<file path="src/rtl/i2c_master_phy_if.sv">
// Command and pad bundle between the I2C command sequencer and the bit-level PHY.
interface i2c_master_phy_if;
    logic       i2c_en;
    logic       start;
    logic       stop;
    logic [7:0] tx_data;
    logic       ready;
    logic       tx_done;
    logic       nack;
    logic       bus_busy;
    logic       scl;
    logic       sda_oe;
    logic       sda_in;

    modport master (output i2c_en, start, stop, tx_data, sda_in,
                    input  ready, tx_done, nack, bus_busy, scl, sda_oe);
    modport slave  (input  i2c_en, start, stop, tx_data, sda_in,
                    output ready, tx_done, nack, bus_busy, scl, sda_oe);
endinterface

</file>
<file path="src/rtl/i2c_master_phy.sv">
// Write-only single-master I2C bit engine: START/RSTART/byte/ACK/STOP on a quarter-period timebase.
module i2c_master_phy #(
    parameter int CLK_FREQ_HZ = 100_000_000,
    parameter int I2C_FREQ_HZ = 100_000
) (
    input logic              clk,
    input logic              reset,
    i2c_master_phy_if.slave  bus
);
    localparam int QTR = CLK_FREQ_HZ / (4 * I2C_FREQ_HZ);
    localparam int QW  = (QTR > 2) ? $clog2(QTR) : 1;

    typedef enum logic [2:0] {IDLE, START, RSTART, DATA, ACK, HOLD, STOP} state_t;

    state_t        state, state_n;
    logic [QW-1:0] qcnt;
    logic [1:0]    phase;
    logic [2:0]    bcnt;
    logic [7:0]    shreg;
    logic [7:0]    cur_byte;
    logic          load_d;
    logic [1:0]    sda_sync;
    logic          tx_done_q, nack_q;
    logic          rdy, busy, scl_c, oe_c;
    logic          accept, qwrap;

    // Commands other than START are dropped while idle, so they never count as an accept.
    assign accept = bus.i2c_en & rdy & (bus.start | (state == HOLD));
    assign qwrap  = (qcnt == QW'(QTR - 1));

    always_ff @(posedge clk or posedge reset) begin
        if (reset) state <= IDLE;
        else       state <= state_n;
    end

    always_comb begin
        state_n = state;
        case (state)
            IDLE:   if (accept) state_n = START;
            START:  if (qwrap && phase == 2'd1) state_n = DATA;
            RSTART: if (qwrap && phase == 2'd3) state_n = DATA;
            DATA:   if (qwrap && phase == 2'd3 && bcnt == 3'd7) state_n = ACK;
            ACK:    if (qwrap && phase == 2'd3) state_n = HOLD;
            HOLD:   if (accept) state_n = bus.stop ? STOP : (bus.start ? RSTART : DATA);
            STOP:   if (qwrap && phase == 2'd2) state_n = IDLE;
            default: state_n = IDLE;
        endcase
    end

    always_ff @(posedge clk or posedge reset) begin
        if (reset) begin
            qcnt      <= '0;
            phase     <= 2'd0;
            bcnt      <= 3'd0;
            shreg     <= 8'h00;
            load_d    <= 1'b0;
            sda_sync  <= 2'b11;
            tx_done_q <= 1'b0;
            nack_q    <= 1'b0;
        end else begin
            load_d    <= accept;
            sda_sync  <= {sda_sync[0], bus.sda_in};
            tx_done_q <= (state == ACK) && (phase == 2'd3) && qwrap;
            if (load_d) shreg <= bus.tx_data;
            if ((state == ACK) && (phase == 2'd2) && qwrap) nack_q <= sda_sync[1];
            if (state == IDLE || state == HOLD) begin
                qcnt  <= '0;
                phase <= 2'd0;
                bcnt  <= 3'd0;
            end else if (qwrap) begin
                qcnt  <= '0;
                phase <= (state_n != state) ? 2'd0 : phase + 2'd1;
                if (state == DATA && phase == 2'd3) bcnt <= bcnt + 3'd1;
            end else begin
                qcnt <= qcnt + 1'b1;
            end
        end
    end

    // The byte register loads one cycle late, so the first bit of a byte issued from
    // HOLD is taken straight from the command bus during that cycle.
    assign cur_byte = load_d ? bus.tx_data : shreg;

    always_comb begin
        rdy   = 1'b0;
        busy  = 1'b1;
        scl_c = 1'b1;
        oe_c  = 1'b0;
        case (state)
            IDLE:   begin rdy = 1'b1; busy = 1'b0; end
            START:  begin scl_c = (phase == 2'd0); oe_c = 1'b1; end
            RSTART: begin scl_c = (phase == 2'd1) || (phase == 2'd2); oe_c = phase[1]; end
            DATA:   begin scl_c = (phase == 2'd1) || (phase == 2'd2); oe_c = ~cur_byte[~bcnt]; end
            ACK:    begin scl_c = (phase == 2'd1) || (phase == 2'd2); oe_c = 1'b0; end
            HOLD:   begin rdy = 1'b1; scl_c = 1'b0; end
            STOP:   begin scl_c = (phase != 2'd0); oe_c = (phase != 2'd2); end
            default: begin rdy = 1'b1; busy = 1'b0; end
        endcase
    end

    assign bus.ready    = rdy;
    assign bus.bus_busy = busy;
    assign bus.scl      = scl_c;
    assign bus.sda_oe   = oe_c;
    assign bus.tx_done  = tx_done_q;
    assign bus.nack     = nack_q;
endmodule

</file>
<file path="src/flat_wrapper.sv">
// flat-port wrapper written by rule: the top's interface ports become plain ports
module i2c_master_phy_flat 
#(
    parameter int CLK_FREQ_HZ = 100_000_000,
    parameter int I2C_FREQ_HZ = 100_000
)
  (clk, reset, bus_i2c_en, bus_start, bus_stop, bus_tx_data, bus_sda_in, bus_ready, bus_tx_done, bus_nack, bus_bus_busy, bus_scl, bus_sda_oe);
  i2c_master_phy_if bus_i ();
  input logic clk;
  input logic reset;
  input wire logic [$bits(bus_i.i2c_en)-1:0] bus_i2c_en;
  input wire logic [$bits(bus_i.start)-1:0] bus_start;
  input wire logic [$bits(bus_i.stop)-1:0] bus_stop;
  input wire logic [$bits(bus_i.tx_data)-1:0] bus_tx_data;
  input wire logic [$bits(bus_i.sda_in)-1:0] bus_sda_in;
  output wire logic [$bits(bus_i.ready)-1:0] bus_ready;
  output wire logic [$bits(bus_i.tx_done)-1:0] bus_tx_done;
  output wire logic [$bits(bus_i.nack)-1:0] bus_nack;
  output wire logic [$bits(bus_i.bus_busy)-1:0] bus_bus_busy;
  output wire logic [$bits(bus_i.scl)-1:0] bus_scl;
  output wire logic [$bits(bus_i.sda_oe)-1:0] bus_sda_oe;
  assign bus_i.i2c_en = bus_i2c_en;
  assign bus_i.start = bus_start;
  assign bus_i.stop = bus_stop;
  assign bus_i.tx_data = bus_tx_data;
  assign bus_i.sda_in = bus_sda_in;
  assign bus_ready = bus_i.ready;
  assign bus_tx_done = bus_i.tx_done;
  assign bus_nack = bus_i.nack;
  assign bus_bus_busy = bus_i.bus_busy;
  assign bus_scl = bus_i.scl;
  assign bus_sda_oe = bus_i.sda_oe;
  i2c_master_phy #(.CLK_FREQ_HZ(CLK_FREQ_HZ), .I2C_FREQ_HZ(I2C_FREQ_HZ)) u_core (.clk(clk), .reset(reset), .bus(bus_i));
endmodule
</file>
<file path="config.mk">
export PLATFORM = sky130hd
export DESIGN_NAME = i2c_master_phy_flat
export DESIGN_NICKNAME = d
export VERILOG_FILES = /design/src/rtl/i2c_master_phy_if.sv /design/src/rtl/i2c_master_phy.sv /design/src/flat_wrapper.sv
export SDC_FILE = /design/constraint.sdc
export NUM_CORES = 1
export LEC_CHECK = 0
export ABC_CLOCK_PERIOD_IN_PS = 2550
export BUFFER_PORTS_ARGS = -buffer_cell sky130_fd_sc_hd__buf_2
export CAP_MARGIN = 20
export CORE_ASPECT_RATIO = 1.2
export CORE_MARGIN = 4
export CORE_UTILIZATION = 31
export CTS_BUF_LIST = sky130_fd_sc_hd__clkbuf_8 sky130_fd_sc_hd__clkbuf_16
export CTS_CLUSTER_SIZE = 20
export DETAILED_ROUTE_END_ITERATION = 7
export PLACE_DENSITY = 0.57
export RECOVER_POWER = 25
export SYNTH_ARGS = -nofsm -noshare
export SYNTH_HDL_FRONTEND = slang
export SYNTH_SLANG_ARGS = --single-unit
export TNS_END_PERCENT = 5
</file>
<file path="constraint.sdc">
create_clock -name clk -period 2.55 [get_ports clk]
set_clock_uncertainty 0.05 [all_clocks]
set_input_delay 0 -clock clk [delete_from_list [all_inputs] [get_ports clk]]
set_output_delay 0 -clock clk [all_outputs]
set_load 0.01 [all_outputs]
</file>
* Word-level counts from Yosys, hierarchy flattened
Index checks and enable logic that the tools add are counted.
** Word-level totals
- Register bits after elaboration :: 29
- Output and inout bits :: 6
- Word-level logic and storage cells :: 76
** Cells by class
- $add $sub $neg :: 3
- Magnitude comparators :: 1
- Equality and inequality tests :: 13
- Multiplexer cells :: 25
- Bitwise logic cells :: 5
- Reductions and logical operators :: 20
** Operator list (count)
- 3-bit two-way mux :: 11
- 8-bit two-way mux :: 3
- 3-bit one-hot mux with 7 select lines :: 1
- 3-bit equality test, second input constant :: 4
- 1-bit logical AND :: 9
- 8-bit by 1-bit adder with 8-bit output, second input constant :: 1
- 8-bit equality test, second input constant :: 1
- 1-bit one-hot mux with 4 select lines :: 2
- 3-bit by 2-bit equality test with 1-bit output, second input constant :: 2
- 2-bit two-way mux :: 3
- 2-bit nonzero test :: 3
- 6-bit OR reduction :: 1
- 5-bit OR reduction :: 1
- 2-bit equality test, second input constant :: 2
- 3-bit by 4-bit < comparator with 1-bit output, second input constant :: 1
- 1-bit two-way mux :: 4
- 3-bit by 1-bit adder with 3-bit output, second input constant :: 1
- 1-bit binary-select mux with 3-bit select :: 1
- 3-bit by 1-bit equality test with 1-bit output, second input constant :: 1
- 3-bit logical NOT :: 1
- 3-bit != test :: 1
- 3-bit NOT :: 1
- 3-bit OR reduction :: 1
- 2-bit by 1-bit adder with 2-bit output, second input constant :: 1
- 8 further kinds :: 10

* Logic depth before layout (Yosys ltp)
- Depth in word-level cells :: 11
- Gate-level depth with buffers :: 7
- Gate-level depth less buffers :: 7

* Worst setup path before layout
No wires, ideal clock.
- Path type :: reg-to-reg
- From :: register u_core.qcnt[1]
- To :: register u_core.nack_q, in the netlist u_core.bus.nack
- Setup time :: 0.125 ns
- Arrival :: 1.617 ns
- Required time :: 2.375 ns
- Path slack :: 0.758 ns
- Cell stages (with the launch flop) :: 7
- Path through :: dfrtp_1 -> inv_1 -> ha_1 -> nand2_1 -> or4b_4 -> nor3_1 -> mux2_2
** On the way
- Longest elaborated chain between the ends :: 2
** RTL lines
- start, declared :: RTL line i2c_master_phy.sv:16 : logic [QW-1:0] qcnt;
- start signal, assigned :: RTL line i2c_master_phy.sv:75 : qcnt <= qcnt + 1'b1;
- 8-bit equality test :: RTL line i2c_master_phy.sv:29 : assign qwrap = (qcnt == QW'(QTR - 1));
- 1-bit logical AND :: RTL line i2c_master_phy.sv:65 : if ((state == ACK) && (phase == 2'd2) && qwrap) nack_q <= sda_sync[1];
- end signal, assigned :: RTL line i2c_master_phy.sv:65
- end, declared :: RTL line i2c_master_phy.sv:23 : logic tx_done_q, nack_q;
No other way between the ends.
A chain may end at the register's enable or synchronous reset.

* Worst setup path in the final report
- From :: register u_core.bcnt[0]
- To :: output port bus_sda_oe
** On the way
- Longest elaborated chain between the ends :: 5
** RTL lines
- start, declared :: RTL line i2c_master_phy.sv:18 : logic [2:0] bcnt;
- start signal, assigned :: RTL line i2c_master_phy.sv:73 : if (state == DATA && phase == 2'd3) bcnt <= bcnt + 3'd1;
- 3-bit NOT :: RTL line i2c_master_phy.sv:93 : DATA: begin scl_c = (phase == 2'd1) || (phase == 2'd2); oe_c = ~cur_byte[~bcnt]; end
- 1-bit binary-select mux with 3-bit select :: RTL line i2c_master_phy.sv:93
- 1-bit two-way mux (implied by the code) :: RTL line i2c_master_phy.sv:93
- 1-bit NOT :: RTL line i2c_master_phy.sv:93
- 1-bit one-hot mux with 4 select lines :: RTL line i2c_master_phy.sv:89 : case (state)
- end, declared :: RTL line flat_wrapper.sv:21 : output wire logic [$bits(bus_i.sda_oe)-1:0] bus_sda_oe;
No other way between the ends. The select of a mux whose other input is x is not followed.

==> results_dict.tcl <==
set metrics [dict create \
    cts_sinks 29 \
    synth_fp_nets 189 \
    cpLargestDelayFamily "flip-flops" \
    numCtsBuffers 5 \
    gp_congestion 0.787 \
    postSynthCellCount 167 \
    multi_input_area_um2 893 \
    slew_viol_final 30 \
    finalSetupViolCount 0 \
    p_seq_frac 0.506 \
    tns_ns 0 \
    status "complete, but fails checks" \
    worstSetupPathType "reg2out" \
    finalNetCount 220 \
    htree_levels 2 \
    cp_data_required_time_ns 2.50 \
    placed_area_um2 1840 \
    failed_checks "max-capacitance violations, max-slew violations" \
    cts_tree "built" \
    rr_startpoint "u_core.phase[0]" \
    slowest_delay_ns 0.55 \
    insertion_delay_ns 0.28 \
    cp.arrival_ns 2.02 \
    cts_setup_buffers 0 \
    leakage_nw 0.874 \
    antenna_found_initial 0 \
    syn_avg_cell_area_um2 10.1 \
    first_pass_iters 4 \
    hold_viol 0 \
    die_h_um 88.6 \
    die-area_um2 6660 \
    tightest_slew_ns 1.54 \
    final_area_um2 2050 \
    hp-start "bus_stop" \
    pwr-share-comb 0.154 \
    fillers 535 \
    hold_buffers 11 \
    cts_resized 0 \
    drv_cap 1 \
    portBuffers 19 \
    totalWireLength_um 3500 \
    ys_warn_count 0 \
    final_antenna_net_count 0 \
    synth_edf_count 0 \
    layout_common_cells "dfrtp_1, buf_2, nor2_1, mux2_2, dlygate4sd3_1" \
    yosys_register_bits 29 \
    period_needed_ns 2.07 \
    synthArstFlopShare 1.00 \
    p_int_mw 0.884 \
    yosysSeqAreaShare 0.434 \
    grt_max_degree 30 \
    grt_pass1_vias 1331 \
    synth_flop_cell "dfrtp_1" \
    vias 1314 \
    viasPerCell 5.03 \
    cts-root-buf "clkbuf_8" \
    worstPathCellList "mux4_2 -> o22ai_1 -> o22ai_1 -> a31oi_1 -> buf_2" \
    fmax_ghz 0.482 \
    antenna_cells 0 \
    area_growth_pct 21.9 \
    holdWs_ns 0.0501 \
    p_sw_frac 0.273 \
    crit_start "u_core.bcnt[0]" \
    regArea_um2 728 \
    synth.distinct_cells 40 \
    cp-end-kind "output port" \
    grt_overflow 0 \
    power_density_nw_per_um2 593 \
    clockBufferDepth 2 \
    drive_gt1_frac 0.256 \
    grt_pass1_wl_um 5850 \
    netSwitchingPower_mw 0.331 \
    fp.dieW_um 75.2 \
    synth.cell_area_um2 1680 \
    rsz0062_at_grt "no" \
    final_common_cell "dfrtp_1" \
    max_slew_margin -0.0282 \
    crit_top_cell "o22ai_1" \
    irDropWorstVdd_v 0.000317 \
    rows 29 \
    cp_max_fo 8 \
    clk_pin_slew_ns 0.06 \
    io_pins 20 \
    drt_iter0_markers 62 \
    timing.final.crit_share 0.814 \
    start_util 0.319 \
    avgRoutedWirePerCell_um 13.4 \
    hp-class "in2reg" \
    dp_hpwl_um 2480 \
    clkPwrFrac 0.340 \
    grtUsageTotal 0.116 \
    cp-start-kind "register" \
    cp_slowest_cell "dfrtp_1" \
    critPathBufInv 1 \
    drc 0 \
    core_area_um2 5260 \
]
-- worst reg2reg max path, stage by stage, from the launching register on --
cell     delay (ns)
dfrtp_1        0.42
inv_1          0.10
ha_1           0.21
or4b_4         0.50
nor3_1         0.17
mux2_2         0.35
-- metrics by stage --
stage | total power, mW | worst slack [ns] | cells | util
detailed placement | 0.802 | 0.639 | 242 | 0.350
finish | 1.21 | 0.475 | 261 | 0.389
CTS | 1.23 | 0.466 | 261 | 0.390
global placement | 0.796 | 0.663 | 242 | 0.350
floorplan | 0.749 | 0.758 | 167 | -
global route | 1.29 | 0.353 | 261 | 0.389
-- synth_stat cells, types with 2 or more instances --
library cell	count	area, µm²
dfrtp_1	27	676
nor2_1	18	67.6
mux2_2	14	158
nand2_1	10	37.5
o21ai_0	9	45.0
clkbuf_1	8	30.0
ha_1	8	100
inv_1	6	22.5
nand3_1	6	30.0
nor3_1	6	30.0
a21oi_1	5	25.0
o22ai_1	5	31.3
nand2b_1	4	25.0
xnor2_1	4	35.0
a22o_1	3	26.3
o211ai_1	3	22.5
a31oi_1	2	12.5
and3_1	2	12.5
dfstp_2	2	52.6
mux4_2	2	45.0
nand4b_1	2	17.5
nor2b_1	2	12.5
xor2_1	2	17.5
-- cell type report --
| class | count | area share |
|---|---|---|
| clock inverters | 1 | 0.00244 |
| clock buffers | 7 | 0.0471 |
| well taps | 62 | 0.0379 |
| multi-input cells | 123 | 0.436 |
| flip-flops and latches | 29 | 0.356 |
| inverters | 6 | 0.0110 |
| repair buffers | 33 | 0.109 |
-- state kept, by name (all words and copies together), names as in the netlist --
register            cells
u_core.sda_sync         2
u_core.bus.nack         1
u_core.shreg            8
u_core.state            3
u_core.bus.tx_done      1
u_core.bcnt             3
u_core.load_d           1
u_core.qcnt             8
u_core.phase            2
-- power groups by stage --
stage          combinational [mW]  sequential [mW]  clock, mW
2_1_floorplan               0.141            0.608          0
3_3_place_gp                0.175            0.622          0
3_5_place_dp                0.178            0.624          0
4_1_cts                     0.192            0.616      0.427
5_1_grt                     0.213            0.627      0.446
6_report                    0.187            0.615      0.413
-- cells by family after synthesis --
group / Yosys count / synth area share
DFF: 29 / 0.434
and+or+nand+nor: 58 / 0.184
adders and majority gates: 8 / 0.0596
buffers and inverters: 15 / 0.0343
AOI/OAI and AO/OA: 35 / 0.136
xor gates and xnor gates: 6 / 0.0313
muxes: 16 / 0.121
-- routing by layer --
metal / wire length (µm) / GRT usage / up-vias / part of all wire
met1: 1500 / 0.132 / 625 / 0.43
met4: 61 / 0.0477 / 0 / 0.017
met5: 0 / 0 / - / 0
li1: - / - / 662 / -
met3: 100 / 0.0318 / 10 / 0.029
met2: 1840 / 0.202 / 17 / 0.52
-- path summary, 6_finish.rpt --
check,to,slack [ns],cells past startpoint
min in group asynchronous,u_core.bus.nack,0.74,4
worst max register to register,u_core.bus.nack,0.64,5
worst min register to register,u_core.sda_sync[1],0.31,0
worst max-delay path,bus_sda_oe,0.48,5
max in group asynchronous,u_core.qcnt[4],0.81,4
worst min-delay path,u_core.state[2],0.05,3
(Power assumes the default switching activity.)
